`src/rtl/context_state_table.sv`:
```
`default_nettype none
// ============================================================================
//  Module      : context_state_table
//  Description : Per-context probability state (Qe index + MPS) store with
//                sequential table initialisation, same-cycle write-back
//                bypass, context forwarding detection and a sticky error
//                flag for out-of-range contexts.
//  Revision    : 1.0  initial release
// ============================================================================
module context_state_table #(
    parameter int NUM_CX = 19,
    parameter int CXW    = 5,
    parameter int QEW    = 6,
    parameter int UNI_CX = 18,
    parameter int UNI_QE = 46,
    parameter int RL_CX  = 17,
    parameter int RL_QE  = 3,
    parameter int ZC_CX  = 0,
    parameter int ZC_QE  = 4
) (
    input  logic           clk,
    input  logic           rst,
    input  logic           init_req,
    input  logic           in_valid,
    input  logic           D,
    input  logic [CXW-1:0] CX,
    input  logic           flush_in,
    input  logic           upd_valid,
    input  logic [CXW-1:0] CX_update,
    input  logic           MPS_update,
    input  logic [QEW-1:0] QeIndex_update,
    output logic           ready,
    output logic           out_valid,
    output logic [QEW-1:0] QeIndex,
    output logic           MPS,
    output logic [CXW-1:0] CX_forward,
    output logic           D_forward,
    output logic           flush_out,
    output logic           Forwarding,
    output logic           cx_err
);

    // ------------------------------------------------------------------
    // Constants
    // ------------------------------------------------------------------
    localparam logic [0:0]     ST_INIT    = 1'b0;
    localparam logic [0:0]     ST_RUN     = 1'b1;
    localparam logic [CXW:0]   c_num_cx   = NUM_CX[CXW:0];
    localparam logic [CXW-1:0] c_last_cnt = CXW'(NUM_CX - 1);

    // Initial Qe index of a context: three special contexts, all others 0.
    function automatic logic [QEW-1:0] default_qe(input logic [CXW-1:0] idx);
        logic [QEW-1:0] qe;
        qe = '0;
        if (idx == UNI_CX[CXW-1:0]) begin
            qe = UNI_QE[QEW-1:0];
        end else if (idx == RL_CX[CXW-1:0]) begin
            qe = RL_QE[QEW-1:0];
        end else if (idx == ZC_CX[CXW-1:0]) begin
            qe = ZC_QE[QEW-1:0];
        end
        return qe;
    endfunction

    // ------------------------------------------------------------------
    // State
    // ------------------------------------------------------------------
    logic [0:0]     state_q, state_d;
    logic [CXW-1:0] cnt_q, cnt_d;

    logic [QEW-1:0] qe_tbl_q  [NUM_CX];
    logic [QEW-1:0] qe_tbl_d  [NUM_CX];
    logic           mps_tbl_q [NUM_CX];
    logic           mps_tbl_d [NUM_CX];

    logic           out_valid_q, out_valid_d;
    logic [QEW-1:0] qe_out_q, qe_out_d;
    logic           mps_out_q, mps_out_d;
    logic [CXW-1:0] cx_fwd_q, cx_fwd_d;
    logic           d_fwd_q, d_fwd_d;
    logic           flush_q, flush_d;
    logic           fwd_q, fwd_d;
    logic [CXW-1:0] last_cx_q, last_cx_d;
    logic           have_last_q, have_last_d;
    logic           cx_err_q, cx_err_d;

    logic w_ready;
    logic w_accept;
    logic w_upd;
    logic w_cx_ok;
    logic w_cxu_ok;

    // Control qualifiers: an init_req cycle neither accepts a symbol nor
    // commits a write-back, since the whole table is about to be rebuilt.
    always_comb begin
        w_accept = in_valid & w_ready & ~init_req;
        w_upd    = upd_valid & w_ready & ~init_req;
        w_cx_ok  = ({1'b0, CX} < c_num_cx);
        w_cxu_ok = ({1'b0, CX_update} < c_num_cx);
    end

    // FSM state register and clear counter.
    always_ff @(posedge clk or posedge rst) begin
        if (rst) begin
            state_q <= ST_INIT;
            cnt_q   <= '0;
        end else begin
            state_q <= state_d;
            cnt_q   <= cnt_d;
        end
    end

    // FSM next state: INIT walks every entry once, then RUN until init_req.
    always_comb begin
        state_d = state_q;
        cnt_d   = cnt_q;
        if (init_req) begin
            state_d = ST_INIT;
            cnt_d   = '0;
        end else if (state_q == ST_INIT) begin
            if (cnt_q == c_last_cnt) begin
                state_d = ST_RUN;
                cnt_d   = '0;
            end else begin
                cnt_d = cnt_q + 1'b1;
            end
        end
    end

    // FSM outputs: symbols are accepted only in RUN.
    always_comb begin
        w_ready = (state_q == ST_RUN);
    end

    // Table storage; contents are meaningless until INIT has completed.
    always_ff @(posedge clk) begin
        qe_tbl_q  <= qe_tbl_d;
        mps_tbl_q <= mps_tbl_d;
    end

    // Table next state: INIT clears one entry per cycle, RUN takes write-backs.
    always_comb begin
        qe_tbl_d  = qe_tbl_q;
        mps_tbl_d = mps_tbl_q;
        if (state_q == ST_INIT) begin
            qe_tbl_d[cnt_q]  = default_qe(cnt_q);
            mps_tbl_d[cnt_q] = 1'b0;
        end else if (w_upd && w_cxu_ok) begin
            qe_tbl_d[CX_update]  = QeIndex_update;
            mps_tbl_d[CX_update] = MPS_update;
        end
    end

    // Output and tracking registers.
    always_ff @(posedge clk or posedge rst) begin
        if (rst) begin
            out_valid_q <= 1'b0;
            qe_out_q    <= '0;
            mps_out_q   <= 1'b0;
            cx_fwd_q    <= '0;
            d_fwd_q     <= 1'b0;
            flush_q     <= 1'b0;
            fwd_q       <= 1'b0;
            last_cx_q   <= '0;
            have_last_q <= 1'b0;
            cx_err_q    <= 1'b0;
        end else begin
            out_valid_q <= out_valid_d;
            qe_out_q    <= qe_out_d;
            mps_out_q   <= mps_out_d;
            cx_fwd_q    <= cx_fwd_d;
            d_fwd_q     <= d_fwd_d;
            flush_q     <= flush_d;
            fwd_q       <= fwd_d;
            last_cx_q   <= last_cx_d;
            have_last_q <= have_last_d;
            cx_err_q    <= cx_err_d;
        end
    end

    // Lookup path: bypass a same-cycle write-back, zero out bad contexts,
    // and flag a repeat of the previously accepted context.
    always_comb begin
        out_valid_d = w_accept;
        qe_out_d    = qe_out_q;
        mps_out_d   = mps_out_q;
        cx_fwd_d    = cx_fwd_q;
        d_fwd_d     = d_fwd_q;
        flush_d     = flush_q;
        fwd_d       = fwd_q;
        last_cx_d   = last_cx_q;
        have_last_d = have_last_q;
        cx_err_d    = cx_err_q | (w_accept & ~w_cx_ok) | (w_upd & ~w_cxu_ok);

        // Forwarding history restarts with every table (re)initialisation.
        if (init_req || (state_q == ST_INIT)) begin
            have_last_d = 1'b0;
        end

        if (w_accept) begin
            cx_fwd_d    = CX;
            d_fwd_d     = D;
            flush_d     = flush_in;
            fwd_d       = have_last_q & (CX == last_cx_q);
            last_cx_d   = CX;
            have_last_d = 1'b1;
            if (!w_cx_ok) begin
                qe_out_d  = '0;
                mps_out_d = 1'b0;
            end else if (upd_valid && (CX_update == CX)) begin
                qe_out_d  = QeIndex_update;
                mps_out_d = MPS_update;
            end else begin
                qe_out_d  = qe_tbl_q[CX];
                mps_out_d = mps_tbl_q[CX];
            end
        end
    end

    assign ready      = w_ready;
    assign out_valid  = out_valid_q;
    assign QeIndex    = qe_out_q;
    assign MPS        = mps_out_q;
    assign CX_forward = cx_fwd_q;
    assign D_forward  = d_fwd_q;
    assign flush_out  = flush_q;
    assign Forwarding = fwd_q;
    assign cx_err     = cx_err_q;

endmodule
`default_nettype wire

```
`config.mk`:
```
export PLATFORM = sky130hd
export DESIGN_NAME = context_state_table
export DESIGN_NICKNAME = d
export VERILOG_FILES = /design/src/rtl/context_state_table.sv
export SDC_FILE = /design/constraint.sdc
export NUM_CORES = 1
export LEC_CHECK = 0
export ABC_AREA = 1
export ABC_CLOCK_PERIOD_IN_PS = 6300
export BUFFER_PORTS_ARGS = -buffer_cell sky130_fd_sc_hd__buf_2
export CAP_MARGIN = 10
export CORE_UTILIZATION = 65
export DETAILED_ROUTE_END_ITERATION = 10
export PLACE_DENSITY = 0.85
export SLEW_MARGIN = 15
export SYNTH_ARGS = -nofsm -noshare
export SYNTH_HDL_FRONTEND = slang
export SYNTH_SLANG_ARGS = --single-unit
```
`constraint.sdc`:
```
create_clock -name clk -period 6.3 [get_ports clk]
set_input_delay 0.945 -clock clk [delete_from_list [all_inputs] [get_ports clk]]
set_output_delay 0.945 -clock clk [all_outputs]
set_load 0.02 [all_outputs]
```
==> results of run 1 <==
## kinds of logic (layout without fill, tap and decap cells)
| family | Yosys count | in the layout | synth area share (%) |
|---|---|---|---|
| adders and majority gates | 4 | 4 | 0.607 |
| and+or+nand+nor | 585 | 585 | 28.4 |
| AOI/OAI and AO/OA | 97 | 97 | 6.78 |
| xor gates and xnor gates | 3 | 3 | 0.319 |
| DFF | 157 | 157 | 55.7 |
| buffers and inverters | 170 | 204 | 8.19 |
## worst register-to-register path, delay by kind of cell (launching register included)
family | cells | cell delay (ns)
simple gates | 1 | 0.26
flops | 1 | 0.37
buf+inv | 2 | 0.56
compound gates | 2 | 1.11
## stage by stage
step                hold slack (ns)  util, %
CTS                           0.470     74.3
global route                  0.481     74.3
global placement              0.450     69.6
finish                        0.462     74.3
detailed placement            0.456     69.6
floorplan                     0.443        -
## final timing paths
| path | depth (start not counted) | to | start |
|---|---|---|---|
| max | 13 | QeIndex[1] | CX[0] |
| min | 2 | flush_out | flush_out |
| max reg2reg | 5 | qe_tbl_q[29] | ready |
| min reg2reg | 2 | flush_out | flush_out |
| max in group asynchronous | 2 | ready | rst |
| min in group asynchronous | 2 | QeIndex[3] | rst |
## power groups by stage
stage	combinational (mW)	clock, mW	sequential (mW)
after floorplan	0.146	0	1.22
after global placement	0.218	0	1.21
after detailed placement	0.222	0	1.22
after CTS	0.226	0.978	1.20
after global routing	0.255	1.02	1.20
final	0.233	0.980	1.20
## layout make-up
class | count | share of cell area [%]
Multi-Input combinational cell | 689 | 32.9
Clock buffer | 22 | 5.46
Timing Repair Buffer | 45 | 2.59
Sequential cell | 157 | 50.7
Clock inverter | 10 | 0.828
Tap cell | 168 | 2.32
Inverter | 127 | 5.26
## cell usage after synthesis (11+ instances only)
cell type / n
a21oi_1: 15
buf_2: 21
clkbuf_1: 16
dfrtp_1: 24
edfxtp_1: 133
inv_1: 117
nand2_1: 320
nand3_1: 51
nor2_1: 184
nor3_1: 11
o21ai_0: 44
o22ai_1: 19
## flip-flops by register name (all words and copies together), names as in the netlist
name,count
last_cx_q,5
have_last_q,1
ready,1
cx_err,1
flush_out,1
qe_tbl_q,114
cnt_q,5
Forwarding,1
out_valid,1
QeIndex,6
MPS,1
D_forward,1
mps_tbl_q,19
## routing by layer
metal / routed length [um] / track usage (%) / vias to the layer above
li1: - / - / 3294
met2: 10300 / 55.8 / 582
met1: 8320 / 48.8 / 3262
met3: 2870 / 7.52 / 89
met5: 0 / 0 / -
met4: 958 / 20.5 / 0
==> run summary, run 1 <==
DR vias: 7227
Mean number of vias per cell: 5.93
DRC: 0
Detailed placer's ending HPWL: 14300 um
Sequential area share after synthesis: 55.7%
Comb power frac: 9.7%
Setup bufs post-CTS: 0
Hold buffer count at CTS: 0
Crit Path Max Fanout: 70
HP Class: reg -> reg
Diode count: 0
WL/cell: 18.4 um
Max stage delay on crit path: 0.62 ns
R2R setup slack: 3.62 ns
Mapped Cells: 1016
Gr ovfl total: 0
MaxCap Viol Count: 0
CTS max path bufs: 2
Clock power share: 40.6%
Design Power: 2.41 mW
DR pass1 iterations: 6
Mean post-synth cell area: 8.12 um2
CP Capture Type: flip-flop
Leakage power: 3.95 nW
Worst-skew pair later-pin latency: 0.43 ns
Core footprint: 12200 um2
Top-area cell type share of the netlist area: 48.4%
Die width: 115 um
Most frequent CP cell: nand2_1
Netlist cell types: 34
GPL Wtd Cong: 0.928
Final hold viol count: 0
Share of layout cells above drive strength 1: 8.29%
Setup ws final: 3.04 ns
Main area contributors after synthesis: edfxtp_1 (48%), nand2_1 (15%), nor2_1 (8.4%)
Area occupied by multi-input gates: 2980 um2
Pre-CTS setup slack: 2.74 ns
CP Buf/Inv Count: 4
Critical Path AT: 3.58 ns
Total negative slack: 0 ns
CTS tree: yes
Fill cells: 906
Total length of routed wires: 22400 um
#FFs+latches synth: 157
DR iter-0 viols: 1013
Area leader, netlist: edfxtp_1
Cell Area, Synth: 8250 um2
Vias in the first global route: 6635
Unrepaired setup endpoints after global routing: no
Net Sw Frac: 25.1%
Worst-Margin Slew: 1.14 ns
Largest net degree at the start of global routing: 71
Sequential Area: 4590 um2
Fin. max-slew vios: 0
Antenna violations before repair: 0
ANT nets after route: 0
Die area: 13100 um2
Setup Skew: 0.0109 ns
Outcome: finished clean
Reg clk slew, reported paths: 0.06 ns
Global-route wire length before repair: 34900 um
Most common cell after layout, fill and taps aside: nand2_1
Post-synth EDFFs: 133
F_max: 307 MHz
Synth Flop Type: edfxtp_1
Sw power: 605 uW
Die Y: 115 um
Cell-internal power: 1.81 mW
Most frequent cells in the layout: nand2_1 (320), nor2_1 (184), edfxtp_1 (133)
Cells after DPL: 1186
TritonCTS Buffers: 17
Endpoints failing setup: 0
H-tree Lvls: 4
Slew margin rel.: 24.1%
Critical-path cell list: buf_2, buf_4, inv_2, nand2_2, clkinv_1, nand2_1, nand3b_1, nand3_1, nand2_1, nand2_1, nand2_1, nand2_1, nand2_1
Final min period: 3.26 ns
Delay-heaviest family, CP: buffers and inverters
Post-cts gate resize count: 0
Pwr dens: 266 nW/um2
Root Buffer Master: clkbuf_16
Post-DP Area: 8500 um2
Final net count: 1065
Startpoint Class: input pin
P&R area growth vs syn: 9.90%
YS warnings: 0
Clock sink count: 157
# IOs: 42
Cell Rows: 40
IO Port Bufs: 41
Slowest CP cell: inv_2
Seq pwr share: 49.7%
Initial Utilization: 67.6%
CP Class: in -> reg
GRT Total Usage: 36.4%
Synthesized Nets: 1044
Final Cell Area: 9070 um2
Critical Path RT: 6.62 ns
Ys async rst share: 15.3%
Post-route insts no fill: 1218
Peak supply drop: 0.224 mV
Fin crit share: 51.7%
Note: power is estimated with default switching activity, not from simulation.
==> run 2, diff against run 1 <==
ABC_CLOCK_PERIOD_IN_PS = 3350   (was 6300)
CORE_UTILIZATION = 62   (was 65)
PLACE_DENSITY = 0.82   (was 0.85)
clock period = 3.35 ns   (was 6.3 ns; I/O delays follow)
==> run summary, run 2 (same netlist as run 1, synthesis figures left out) <==
Unrepaired setup endpoints after global routing: no
Core footprint: 12800 um2 (+4.6%)
Setup Skew: 0.00468 ns (-0.00619 ns)
Share of layout cells above drive strength 1: 9.38% (+1.1 points)
Cells after DPL: 1206 (+1.7%)
Post-route insts no fill: 1238 (+1.6%)
F_max: 451 MHz
HP Class: in -> reg
Reg clk slew, reported paths: 0.06 ns (about the same)
Largest net degree at the start of global routing: 70 (-1.4%)
Setup bufs post-CTS: 0 (unchanged)
Final min period: 2.22 ns
Fin crit share: 66.2%
Global-route wire length before repair: 34000 um (-2.6%)
Root Buffer Master: clkbuf_16
Final hold viol count: 0 (unchanged)
R2R Path End: qe_tbl_q[108]
Cell Rows: 41 (+2.5%)
Pre-CTS setup slack: 1.04 ns (-1.70 ns)
DR iter-0 viols: 990 (-2.3%)
CP Capture Type: flip-flop
Endpoints failing setup: 0 (unchanged)
Startpoint Class: flip-flop
GPL Wtd Cong: 0.936 (+0.94%)
Final Cell Area: 9250 um2 (+2.0%)
Max stage delay on crit path: 0.45 ns (-0.17 ns)
Total length of routed wires: 21200 um (-5.3%)
CP endpoint: qe_tbl_q[108]
GRT Total Usage: 32.4% (-4.0 points)
Hold buffer count at CTS: 0 (unchanged)
Most common cell after layout, fill and taps aside: nand2_1
TritonCTS Buffers: 17 (unchanged)
IO Port Bufs: 41 (unchanged)
DRC: 0 (unchanged)
Critical-path cell list: inv_2, nor2_4, a31oi_2, buf_4, a21oi_1, and2_1
Die width: 117 um (+2.4%)
Outcome: finished clean
# IOs: 42 (unchanged)
Clock sink count: 157 (unchanged)
CP Class: reg -> reg
ANT nets after route: 0 (unchanged)
Fin. max-slew vios: 0 (unchanged)
Largest reg by FF count: qe_tbl_q
Post-DP Area: 8620 um2 (+1.5%)
Die area: 13800 um2 (+4.8%)
Pwr dens: 513 nW/um2 (+93%)
Crit Path Max Fanout: 32 (-54%)
CTS tree: yes
Post-cts gate resize count: 0 (unchanged)
Gr ovfl total: 0 (unchanged)
Diode count: 0 (unchanged)
Critical Path RT: 3.51 ns (-3.11 ns)
Peak supply drop: 0.345 mV (+54%)
Detailed placer's ending HPWL: 14100 um (-1.2%)
Critical R2R Launch: ready
Die Y: 117 um (+2.4%)
MaxCap Viol Count: 0 (unchanged)
DR pass1 iterations: 6 (unchanged)
Final net count: 1081 (+1.5%)
Worst r2r path cells: 6 (+1)
Mean number of vias per cell: 5.67 (-4.4%)
DR vias: 7022 (-2.8%)
P&R area growth vs syn: 12.1%
Total negative slack: 0 ns (unchanged)
Critical Path AT: 2.37 ns (-1.21 ns)
Slowest CP cell: inv_2
WL/cell: 17.2 um (-6.9%)
Worst-Margin Slew: 1.06 ns (-0.0790 ns)
Slew margin rel.: 29.4% (+5.3 points)
Worst-skew pair later-pin latency: 0.43 ns (about the same)
Initial Utilization: 64.6% (-3.0 points)
Setup ws final: 1.13 ns (-1.91 ns)
H-tree Lvls: 4 (unchanged)
Vias in the first global route: 6537 (-1.5%)
R2R setup slack: 1.13 ns (-2.49 ns)
Leakage power: 4.07 nW (+2.9%)
Antenna violations before repair: 0 (unchanged)
CTS max path bufs: 2 (unchanged)
Crit. Startpoint: ready
Max reg flops: 114 (unchanged)
Most frequent cells in the layout: nand2_1 (320), nor2_1 (184), edfxtp_1 (133)
==> run 2: cell count changes in the layout (fill, tap and decap cells not counted) <==
cell and delta:
buf_4 +16, clkbuf_16 -1, clkinv_2 +3, clkinvlp_4 -2
clkbuf_1 +3, clkinv_4 -3, inv_4 -4, bufinv_16 +4
clkbuf_8 +1, inv_6 -1
==> run 2: cell type report <==
class,count,area [um2]
clock inverters,7,135
repair buffers,61,355
inverters,127,477
flip-flops and latches,157,4590
well taps,172,215
clock buffers,25,495
fillers,970,3520
multi-input cells,689,2980
==> run 2: critical path: cells and delay by family (launching register included) <==
family                 cells  cell delay [ns]
buffers and inverters      2             0.83
flip-flops                 1             0.38
AO/OA/AOI/OAI              2             0.36
AND/OR/NAND/NOR            2             0.35
==> run 2: power breakdown <==
group	internal (mW)	switching (mW)
combinational	0.139	0.297
sequential	2.21	0.0431
clock	1.32	0.741
total	3.67	1.08
==> run 2: per-stage QoR <==
stage | hold slack [ns] | utilization (%) | power (mW)
3_5_place_dp | 0.455 | 67.5 | 2.71
3_3_place_gp | 0.449 | 67.5 | 2.70
6_report | 0.281 | 72.4 | 4.75
2_1_floorplan | 0.443 | - | 2.57
4_1_cts | 0.273 | 72.4 | 4.74
5_1_grt | 0.297 | 72.4 | 4.88
==> run 2: how the worst min path moves through the flow <==
stage / endpoint / startpoint / cells past startpoint
floorplan: have_last_q / have_last_q / 2
global placement: D_forward / D_forward / 2
detailed placement: D_forward / D_forward / 2
CTS: D_forward / D / 3
global route: D_forward / D / 3
finish: D_forward / D / 3
==> run 2: routing by layer <==
metal / routed length [um] / global-route usage (%) / vias to the layer above
li1: - / - / 3323
met1: 8690 / 44.3 / 3216
met2: 9730 / 50.3 / 424
met3: 2180 / 6.61 / 59
met4: 653 / 14.3 / 0
met5: 0 / 0 / -
